**src/rtl/pc_fetch_if.sv**
```systemverilog
// pc_fetch_if: bundles the redirect, hazard and instruction-memory handshake
// signals seen by the IF-stage fetch unit.
//   redirect_valid/redirect_pc : taken branch/jump from EX
//   stall                      : hazard-unit load-use stall
//   imem_busywait              : instruction memory not ready
//   imem_read/imem_addr        : instruction-memory read request and address
//   pc_out/pc_plus4            : fetch PC and its link value, to IF/ID
//   fetch_valid/flush          : IF/ID accept strobe, IF/ID + ID/EX clear
//   misalign_trap              : misaligned redirect target pulse
// master: the environment around the fetch unit; slave: the fetch unit.
interface pc_fetch_if;
    logic        redirect_valid;
    logic [31:0] redirect_pc;
    logic        stall;
    logic        imem_busywait;
    logic        imem_read;
    logic [31:0] imem_addr;
    logic [31:0] pc_out;
    logic [31:0] pc_plus4;
    logic        fetch_valid;
    logic        flush;
    logic        misalign_trap;

    modport master (
        output redirect_valid, redirect_pc, stall, imem_busywait,
        input  imem_read, imem_addr, pc_out, pc_plus4, fetch_valid, flush,
               misalign_trap
    );

    modport slave (
        input  redirect_valid, redirect_pc, stall, imem_busywait,
        output imem_read, imem_addr, pc_out, pc_plus4, fetch_valid, flush,
               misalign_trap
    );
endinterface

```
**src/rtl/pc_fetch_unit.sv**
```systemverilog
// pc_fetch_unit: owns the architectural fetch PC, drives the instruction-memory
// read handshake and raises the IF/ID + ID/EX flush on accepted redirects.
// Ports:
//   CLK   : system clock, rising edge
//   RESET : asynchronous active-low reset
//   bus   : pc_fetch_if.slave (redirect, stall, imem handshake, IF/ID outputs)
// Optional feature macro: MISALIGN_TRAP_EN
//   defined   : misaligned redirect targets are refused and raise a registered
//               one-cycle misalign_trap pulse
//   undefined : redirect_pc[1:0] is forced to 2'b00, misalign_trap tied 0
module pc_fetch_unit #(
    parameter logic [31:0] RESET_VECTOR = 32'h0000_0000,
    parameter int unsigned PC_STEP      = 4
) (
    input  logic         CLK,
    input  logic         RESET,
    pc_fetch_if.slave    bus
);

    typedef enum logic [1:0] {
        IDLE    = 2'd0,
        RUN     = 2'd1,
        DISCARD = 2'd2
    } state_t;

    state_t      state_q, state_d;
    logic [31:0] pc_q, pc_d;
    logic [31:0] pend_q, pend_d;

    logic        redirect_ok;
    logic        redirect_bad;
    logic [31:0] target;

    logic        imem_read;
    logic        fetch_valid;
    logic        flush;

`ifdef MISALIGN_TRAP_EN
    logic        trap_q;

    // Misaligned targets are refused outright.
    assign redirect_bad = bus.redirect_valid & (bus.redirect_pc[1:0] != 2'b00);
    assign redirect_ok  = bus.redirect_valid & ~redirect_bad;
    assign target       = bus.redirect_pc;

    // Trap pulse lands the cycle after the offending request; IDLE ignores it.
    always_ff @(posedge CLK or negedge RESET) begin
        if (!RESET) begin
            trap_q <= 1'b0;
        end else begin
            trap_q <= redirect_bad & (state_q != IDLE);
        end
    end

    assign bus.misalign_trap = trap_q;
`else
    // Low target bits are dropped so the PC stays word aligned.
    assign redirect_bad      = 1'b0;
    assign redirect_ok       = bus.redirect_valid;
    assign target            = bus.redirect_pc & ~32'h0000_0003;
    assign bus.misalign_trap = 1'b0;
`endif

    // State, PC and pending-target registers.
    always_ff @(posedge CLK or negedge RESET) begin
        if (!RESET) begin
            state_q <= IDLE;
            pc_q    <= RESET_VECTOR;
            pend_q  <= 32'h0000_0000;
        end else begin
            state_q <= state_d;
            pc_q    <= pc_d;
            pend_q  <= pend_d;
        end
    end

    // Next-state, next-PC and handshake outputs.
    always_comb begin
        state_d     = state_q;
        pc_d        = pc_q;
        pend_d      = pend_q;
        imem_read   = 1'b0;
        fetch_valid = 1'b0;
        flush       = 1'b0;

        unique case (state_q)
            IDLE: begin
                state_d = RUN;
            end

            RUN: begin
                imem_read = 1'b1;
                if (redirect_ok && !bus.imem_busywait) begin
                    // Wrong-path word is dropped; refetch from target.
                    pc_d  = target;
                    flush = 1'b1;
                end else if (redirect_ok) begin
                    // Read in flight: park the target until it completes.
                    pend_d  = target;
                    flush   = 1'b1;
                    state_d = DISCARD;
                end else if (redirect_bad || bus.stall || bus.imem_busywait) begin
                    // Hold the PC: refused redirect, load-use stall or busy memory.
                    pc_d = pc_q;
                end else begin
                    fetch_valid = 1'b1;
                    pc_d        = pc_q + 32'(PC_STEP);
                end
            end

            DISCARD: begin
                imem_read = 1'b1;
                if (redirect_ok) begin
                    pend_d = target;
                    flush  = 1'b1;
                end
                if (!bus.imem_busywait) begin
                    pc_d    = redirect_ok ? target : pend_q;
                    state_d = RUN;
                end
            end

            default: begin
                state_d = IDLE;
            end
        endcase
    end

    assign bus.imem_read   = imem_read;
    assign bus.fetch_valid = fetch_valid;
    assign bus.flush       = flush;
    assign bus.imem_addr   = pc_q;
    assign bus.pc_out      = pc_q;
    assign bus.pc_plus4    = pc_q + 32'(PC_STEP);

endmodule

```
**src/flat_wrapper.sv**
```systemverilog
// flat-port wrapper written by rule: the top's interface ports become plain ports
module pc_fetch_unit_flat 
#(
    parameter logic [31:0] RESET_VECTOR = 32'h0000_0000,
    parameter int unsigned PC_STEP      = 4
)
  (CLK, RESET, bus_redirect_valid, bus_redirect_pc, bus_stall, bus_imem_busywait, bus_imem_read, bus_imem_addr, bus_pc_out, bus_pc_plus4, bus_fetch_valid, bus_flush, bus_misalign_trap);
  pc_fetch_if bus_i ();
  input  logic CLK;
  input  logic RESET;
  input wire logic [$bits(bus_i.redirect_valid)-1:0] bus_redirect_valid;
  input wire logic [$bits(bus_i.redirect_pc)-1:0] bus_redirect_pc;
  input wire logic [$bits(bus_i.stall)-1:0] bus_stall;
  input wire logic [$bits(bus_i.imem_busywait)-1:0] bus_imem_busywait;
  output wire logic [$bits(bus_i.imem_read)-1:0] bus_imem_read;
  output wire logic [$bits(bus_i.imem_addr)-1:0] bus_imem_addr;
  output wire logic [$bits(bus_i.pc_out)-1:0] bus_pc_out;
  output wire logic [$bits(bus_i.pc_plus4)-1:0] bus_pc_plus4;
  output wire logic [$bits(bus_i.fetch_valid)-1:0] bus_fetch_valid;
  output wire logic [$bits(bus_i.flush)-1:0] bus_flush;
  output wire logic [$bits(bus_i.misalign_trap)-1:0] bus_misalign_trap;
  assign bus_i.redirect_valid = bus_redirect_valid;
  assign bus_i.redirect_pc = bus_redirect_pc;
  assign bus_i.stall = bus_stall;
  assign bus_i.imem_busywait = bus_imem_busywait;
  assign bus_imem_read = bus_i.imem_read;
  assign bus_imem_addr = bus_i.imem_addr;
  assign bus_pc_out = bus_i.pc_out;
  assign bus_pc_plus4 = bus_i.pc_plus4;
  assign bus_fetch_valid = bus_i.fetch_valid;
  assign bus_flush = bus_i.flush;
  assign bus_misalign_trap = bus_i.misalign_trap;
  pc_fetch_unit #(.RESET_VECTOR(RESET_VECTOR), .PC_STEP(PC_STEP)) u_core (.CLK(CLK), .RESET(RESET), .bus(bus_i));
endmodule
```
**config.mk**
```make
export PLATFORM = sky130hd
export DESIGN_NAME = pc_fetch_unit_flat
export DESIGN_NICKNAME = d
export VERILOG_FILES = /design/src/rtl/pc_fetch_if.sv /design/src/rtl/pc_fetch_unit.sv /design/src/flat_wrapper.sv
export SDC_FILE = /design/constraint.sdc
export NUM_CORES = 1
export LEC_CHECK = 0
export CORE_MARGIN = 2
export CORE_UTILIZATION = 50
export DETAILED_ROUTE_END_ITERATION = 10
export PLACE_DENSITY_LB_ADDON = 0.05
export SYNTH_ARGS = -nofsm -noshare
export SYNTH_HDL_FRONTEND = slang
export SYNTH_SLANG_ARGS = --single-unit
export TNS_END_PERCENT = 1
```
**constraint.sdc**
```tcl
create_clock -name CLK -period 4.8 [get_ports CLK]
set_input_delay 0.96 -clock CLK [delete_from_list [all_inputs] [get_ports CLK]]
set_output_delay 0.96 -clock CLK [all_outputs]
set_load 0.03 [all_outputs]
```
### Word level (Yosys, flattened, before mapping)

Cells that the tools add are included.

| operators by class | value |
|---|---|
| add/subtract/negate cells | 1 |
| equal/unequal tests | 7 |
| muxes and demuxes | 20 |
| reduce and logical (&&, ||, !) cells | 9 |

Operator list:

| kind | count |
|---|---|
| 32-bit two-way mux | 6 |
| 32-bit case mux with 2 select lines | 2 |
| 32-bit by 3-bit adder with 32-bit output, second input constant | 1 |
| 1-bit two-way mux | 7 |
| 2-bit two-way mux | 3 |
| 2-bit != test, second input constant | 3 |
| 3-bit by 2-bit != test with 1-bit output, second input constant | 2 |
| 2-bit case mux with 3 select lines | 1 |
| 4-bit AND reduction | 1 |
| 3-bit AND reduction | 1 |
| 2-bit by 1-bit equality test with 1-bit output, second input constant | 1 |
| 2-bit equality test, second input constant | 1 |
| 2-bit logical NOT | 1 |
| 1-bit case mux with 2 select lines | 1 |
| 2-bit AND reduction | 1 |
| 2-bit nonzero test | 1 |
| 2-bit OR reduction | 1 |
| 1-bit logical AND | 1 |
| 1-bit logical NOT | 1 |
| 1-bit logical OR | 1 |

| storage, ports and cells | value |
|---|---|
| flip-flop bits (word level) | 66 |
| bits of input ports | 37 |
| output and inout bits | 100 |
| logic and storage cells | 40 |

### Logic depth before layout (Yosys ltp)

| depth | value |
|---|---|
| depth in word-level cells | 5 |
| mapped depth | 8 |
| depth with buffers taken out | 6 |

### Worst setup path before layout

No wires, ideal clock.

| path | value |
|---|---|
| path type | input port to output port |
| start | input port bus_redirect_valid |
| end | output port bus_fetch_valid |
| arrival | 2.621 ns |
| data required time | 3.840 ns |
| path slack | 1.219 ns |
| stages on the path | 4 |
| path buffers | 3 |
| cells stage by stage | buf_2 > buf_2 > buf_2 > nor4b_1 |

| between the ends | value |
|---|---|
| cells in the longest elaborated chain, start to end | 3 |
| elaborated cells between the ends (all ways) | 4 |
| classes of those cells | 3 x mux; 1 x reduce/logical |

Ends and longest elaborated chain:

| what | RTL line | RTL |
|---|---|---|
| from (decl) | flat_wrapper.sv:11 | `input wire logic [$bits(bus_i.redirect_valid)-1:0] bus_redirect_valid;` |
| 1-bit two-way mux or 1-bit logical AND (tied branches) | pc_fetch_unit.sv:97, pc_fetch_unit.sv:93 |  |
| 1-bit two-way mux * | pc_fetch_unit.sv:93 | `if (redirect_ok && !bus.imem_busywait) begin` |
| 1-bit two-way mux * | pc_fetch_unit.sv:86 | `unique case (state_q)` |
| to (decl) | flat_wrapper.sv:19 | `output wire logic [$bits(bus_i.fetch_valid)-1:0] bus_fetch_valid;` |

Mark *: on every way between the ends. The rest lies on a longest branch, timed or not.

### Worst setup path in the final report

| path | value |
|---|---|
| start | register u_core.pc_q[2], in the netlist u_core.bus.imem_addr[2] |
| end | output port bus_pc_plus4[30] |

| between the ends | value |
|---|---|
| cells in the longest elaborated chain, start to end | 1 |

Ends and longest elaborated chain:

| what | RTL line | RTL |
|---|---|---|
| from (decl) | pc_fetch_unit.sv:27 | `logic [31:0] pc_q, pc_d;` |
| from (signal assigned) | pc_fetch_unit.sv:72 | `pc_q <= pc_d;` |
| 32-bit by 3-bit adder with 32-bit output | pc_fetch_unit.sv:134 | `assign bus.pc_plus4 = pc_q + 32'(PC_STEP);` |
| to (decl) | flat_wrapper.sv:18 | `output wire logic [$bits(bus_i.pc_plus4)-1:0] bus_pc_plus4;` |

Every way passes these cells.

==> summary.md <==
| Metric | Value |
|---|---|
| Synth Register Bits | 66 |
| Primary FF master, synth | dfrtp_1 |
| Final Hold Vio Count | 0 |
| Final critical-path required period | 4.36 ns |
| Cell count after synthesis | 487 |
| Max Freq | 229 MHz |
| Drt pass-1 iters | 5 |
| CTS clk-pin slew, worst paths | 0.07 ns |
| WHS Path Cells | 1 |
| Asr flop ratio synth | 100% |
| DRC | 0 |
| IO Port Bufs | 133 |
| Drt total wl | 13200 um |
| Post-route cell area | 0.00601 mm^2 |
| Most common cell after layout, fill and taps aside | clkdlybuf4s50_1 |
| Worst hold path endpoint | u_core.pend_q[15] |
| Clock sink count | 66 |
| Vias per Instance | 6.24 |
| Syn-to-layout area delta | 27.5% |
| Largest net degree at the start of global routing | 44 |
| Clk_skew | 0.00846 ns |
| Data required, critical path | 3.84 ns |
| Post-synth EDFFs | 0 |
| Reg area | 0.00165 mm^2 |
| Setup Crit Path Kind | flop to output pin |
| FILL cells | 777 |
| Row count | 35 |
| DRT iter0 DRCs | 225 |
| Arrival time at the worst endpoint | 3.40 ns |
| Synth Cell Area | 0.00471 mm^2 |
| Hold Crit Class | flop to flop |
| Ys Warns | 0 |
| Setup Slack @ Placement | 0.855 ns |
| Max Cap Viol | 0 |
| Max_slew headroom | 21.2% |
| Final Max Tran Viols | 0 |
| Maximum VDD drop | 0.000722 V |
| CTS tree | yes |
| DR WL/cell | 19.4 um |
| Yosys cell types | 61 |
| Clock Tree Buf Depth | 2 |
| Die X | 101 um |
| Reg2Reg Depth | 6 |
| Worst r2r src | u_core.state_q[0] |
| Reg2reg end | u_core.bus.imem_addr[12] |
| Share of layout cells above drive strength 1 | 14.2% |
| Starting density of the core | 51.3% |
| Final Util | 65.3% |
| Critical path fanouts, max | 11 |
| Final RePlAce weighted congestion | 0.915 |
| Vias | 4259 |
| Final period util | 90.9% |
| Die Area | 0.0102 mm^2 |
| Fin Hold WS | 0.505 ns |
| Most frequent cells in the layout | clkdlybuf4s50_1, dfrtp_1, mux2_2 |
| Worst-Margin Slew | 1.18 ns |
| H-tree Lvls | 3 |
| Nets@finish | 608 |
| Mean Syn Cell Area | 9.68 um^2 |
| Fin Setup TNS | 0 ns |
| Post-DP HPWL | 8920 um |
| Multi-input gate area | 0.00259 mm^2 |
| R2R setup slack | 1.63 ns |
| # Post-CTS Setup Buffers | 0 |
| CTS buffer count | 9 |
| Mapped Nets | 528 |
| Die H | 101 um |
| First-pass GRT wire length | 21000 um |
| Kind of end point of the critical path | output pin |
| Resize count post-CTS | 0 |
| Vias in the first global route | 4081 |
| Final WS setup | 0.438 ns |
| GRT Total Usage | 26.6% |
| Endpoints failing setup | 0 |
| Core Area | 0.00920 mm^2 |
| Outcome | finished clean |
| Initial antenna violation count | 0 |
| RSZ-0062 raised after global routing | false |
| # diodes | 0 |
| IO Count | 137 |
| Min-delay src | u_core.pend_q[15] |
| Antenna Nets Post-Route | 0 |
| Leak | 2.41 nW |
| Worst-Skew Late Latency | 0.35 ns |
| Dpl cell area | 0.00583 mm^2 |
| GR Overflow Total | 0 |
| CTS Hold Buffers Added | 0 |
| PwrDens | 717 mW/mm^2 |
| Startpoint types | flop |
| Clock root buffer | clkbuf_8 |
| Seq/Total Area, Yosys | 35.0% |
registers in the layout, summed over array words and instances (netlist names):
name	flops
u_core.state_q	2
u_core.pend_q	32
u_core.bus.imem_addr	32
worst max-delay path by stage:
stage	endpoint	slack, ns	startpoint
4_1_cts	bus_pc_plus4[26]	0.46	u_core.bus.imem_addr[2]
3_3_place_gp	bus_pc_plus4[26]	0.90	u_core.bus.imem_addr[2]
5_1_grt	bus_pc_plus4[26]	0.20	u_core.bus.imem_addr[2]
3_5_place_dp	bus_pc_plus4[26]	0.86	u_core.bus.imem_addr[2]
6_report	bus_pc_plus4[30]	0.44	u_core.bus.imem_addr[2]
2_1_floorplan	bus_fetch_valid	1.22	bus_redirect_valid
logic make-up after synthesis:
family | Yosys count | share of synthesized area (%)
fa+ha+maj | 4 | 1.06
mux | 73 | 16.7
buf+inv | 86 | 10.2
other cells | 1 | 0.0796
simple gates | 120 | 14.8
compound gates | 111 | 17.2
flops | 66 | 35.0
xor+xnor | 26 | 4.83
stage by stage:
stage	cells	power (W)
2_1_floorplan	487	0.00301
3_3_place_gp	667	0.00380
3_5_place_dp	667	0.00386
4_1_cts	683	0.00431
5_1_grt	683	0.00456
6_report	683	0.00431
worst max-delay path, cell delays in order (launching register included):
cell	delay, ns
dfrtp_1	0.51
ha_1	0.28
nand3_1	0.44
nor3_1	0.70
nand3_1	0.23
xnor2_1	0.20
clkdlybuf4s50_1	0.69
cells in the mapped netlist, drive strengths merged (3+ instances only):
library cell  count  area, um^2
dfrtp            66        1650
o221ai            3        26.3
o41ai             3        26.3
and2              4        25.0
or2               3        18.8
o2bb2ai           3        26.3
a22oi             5        37.5
a311oi            4        35.0
xor2             11        96.3
and3             10        62.6
o211ai            8        60.1
o21a              3        22.5
o31a              3        26.3
xnor2            15         131
inv              11        41.3
nand4            10        83.8
nand2            23        86.3
mux2i            27         270
mux2             46         518
nor4              5        46.3
nand3            16        80.1
nor2b             3        18.8
o21ai            17        85.1
ha                4        50.1
clkbuf           21        81.3
a31oi             5        31.3
o22ai             8        50.1
nor3b             3        22.5
a22o              8        70.1
a21oi            11        55.1
buf              54         359
nor2             12        45.0
a211oi            5        37.5
or3               7        43.8
and4              6        52.6
a2bb2oi           8        70.1
nor3             11        55.1
metal layers:
| layer | share of wire (%) | wire length [um] | up-vias | global-route usage [%] |
|---|---|---|---|---|
| li1 | - | - | 1940 | - |
| met1 | 45 | 5910 | 2092 | 36.6 |
| met2 | 46 | 6100 | 200 | 41.5 |
| met3 | 7.4 | 981 | 27 | 5.27 |
| met4 | 1.9 | 251 | 0 | 9.88 |
| met5 | 0 | 0 | - | 0 |
area by class of cell:
cell class | instances | area share, %
Multi-Input combinational cell | 335 | 43.1
Sequential cell | 66 | 27.5
Timing Repair Buffer | 144 | 23.4
Clock buffer | 14 | 2.87
Tap cell | 111 | 2.31
Inverter | 11 | 0.687
Clock inverter | 2 | 0.167
power by group:
part | internal, W | switching [W] | leakage, nW
clock | 0.000229 | 0.000217 | 0.0965
combinational | 0.00120 | 0.00154 | 1.53
sequential | 0.000807 | 0.000319 | 0.786
total | 0.00223 | 0.00208 | 2.41
Note: power is estimated with default switching activity, not from simulation.
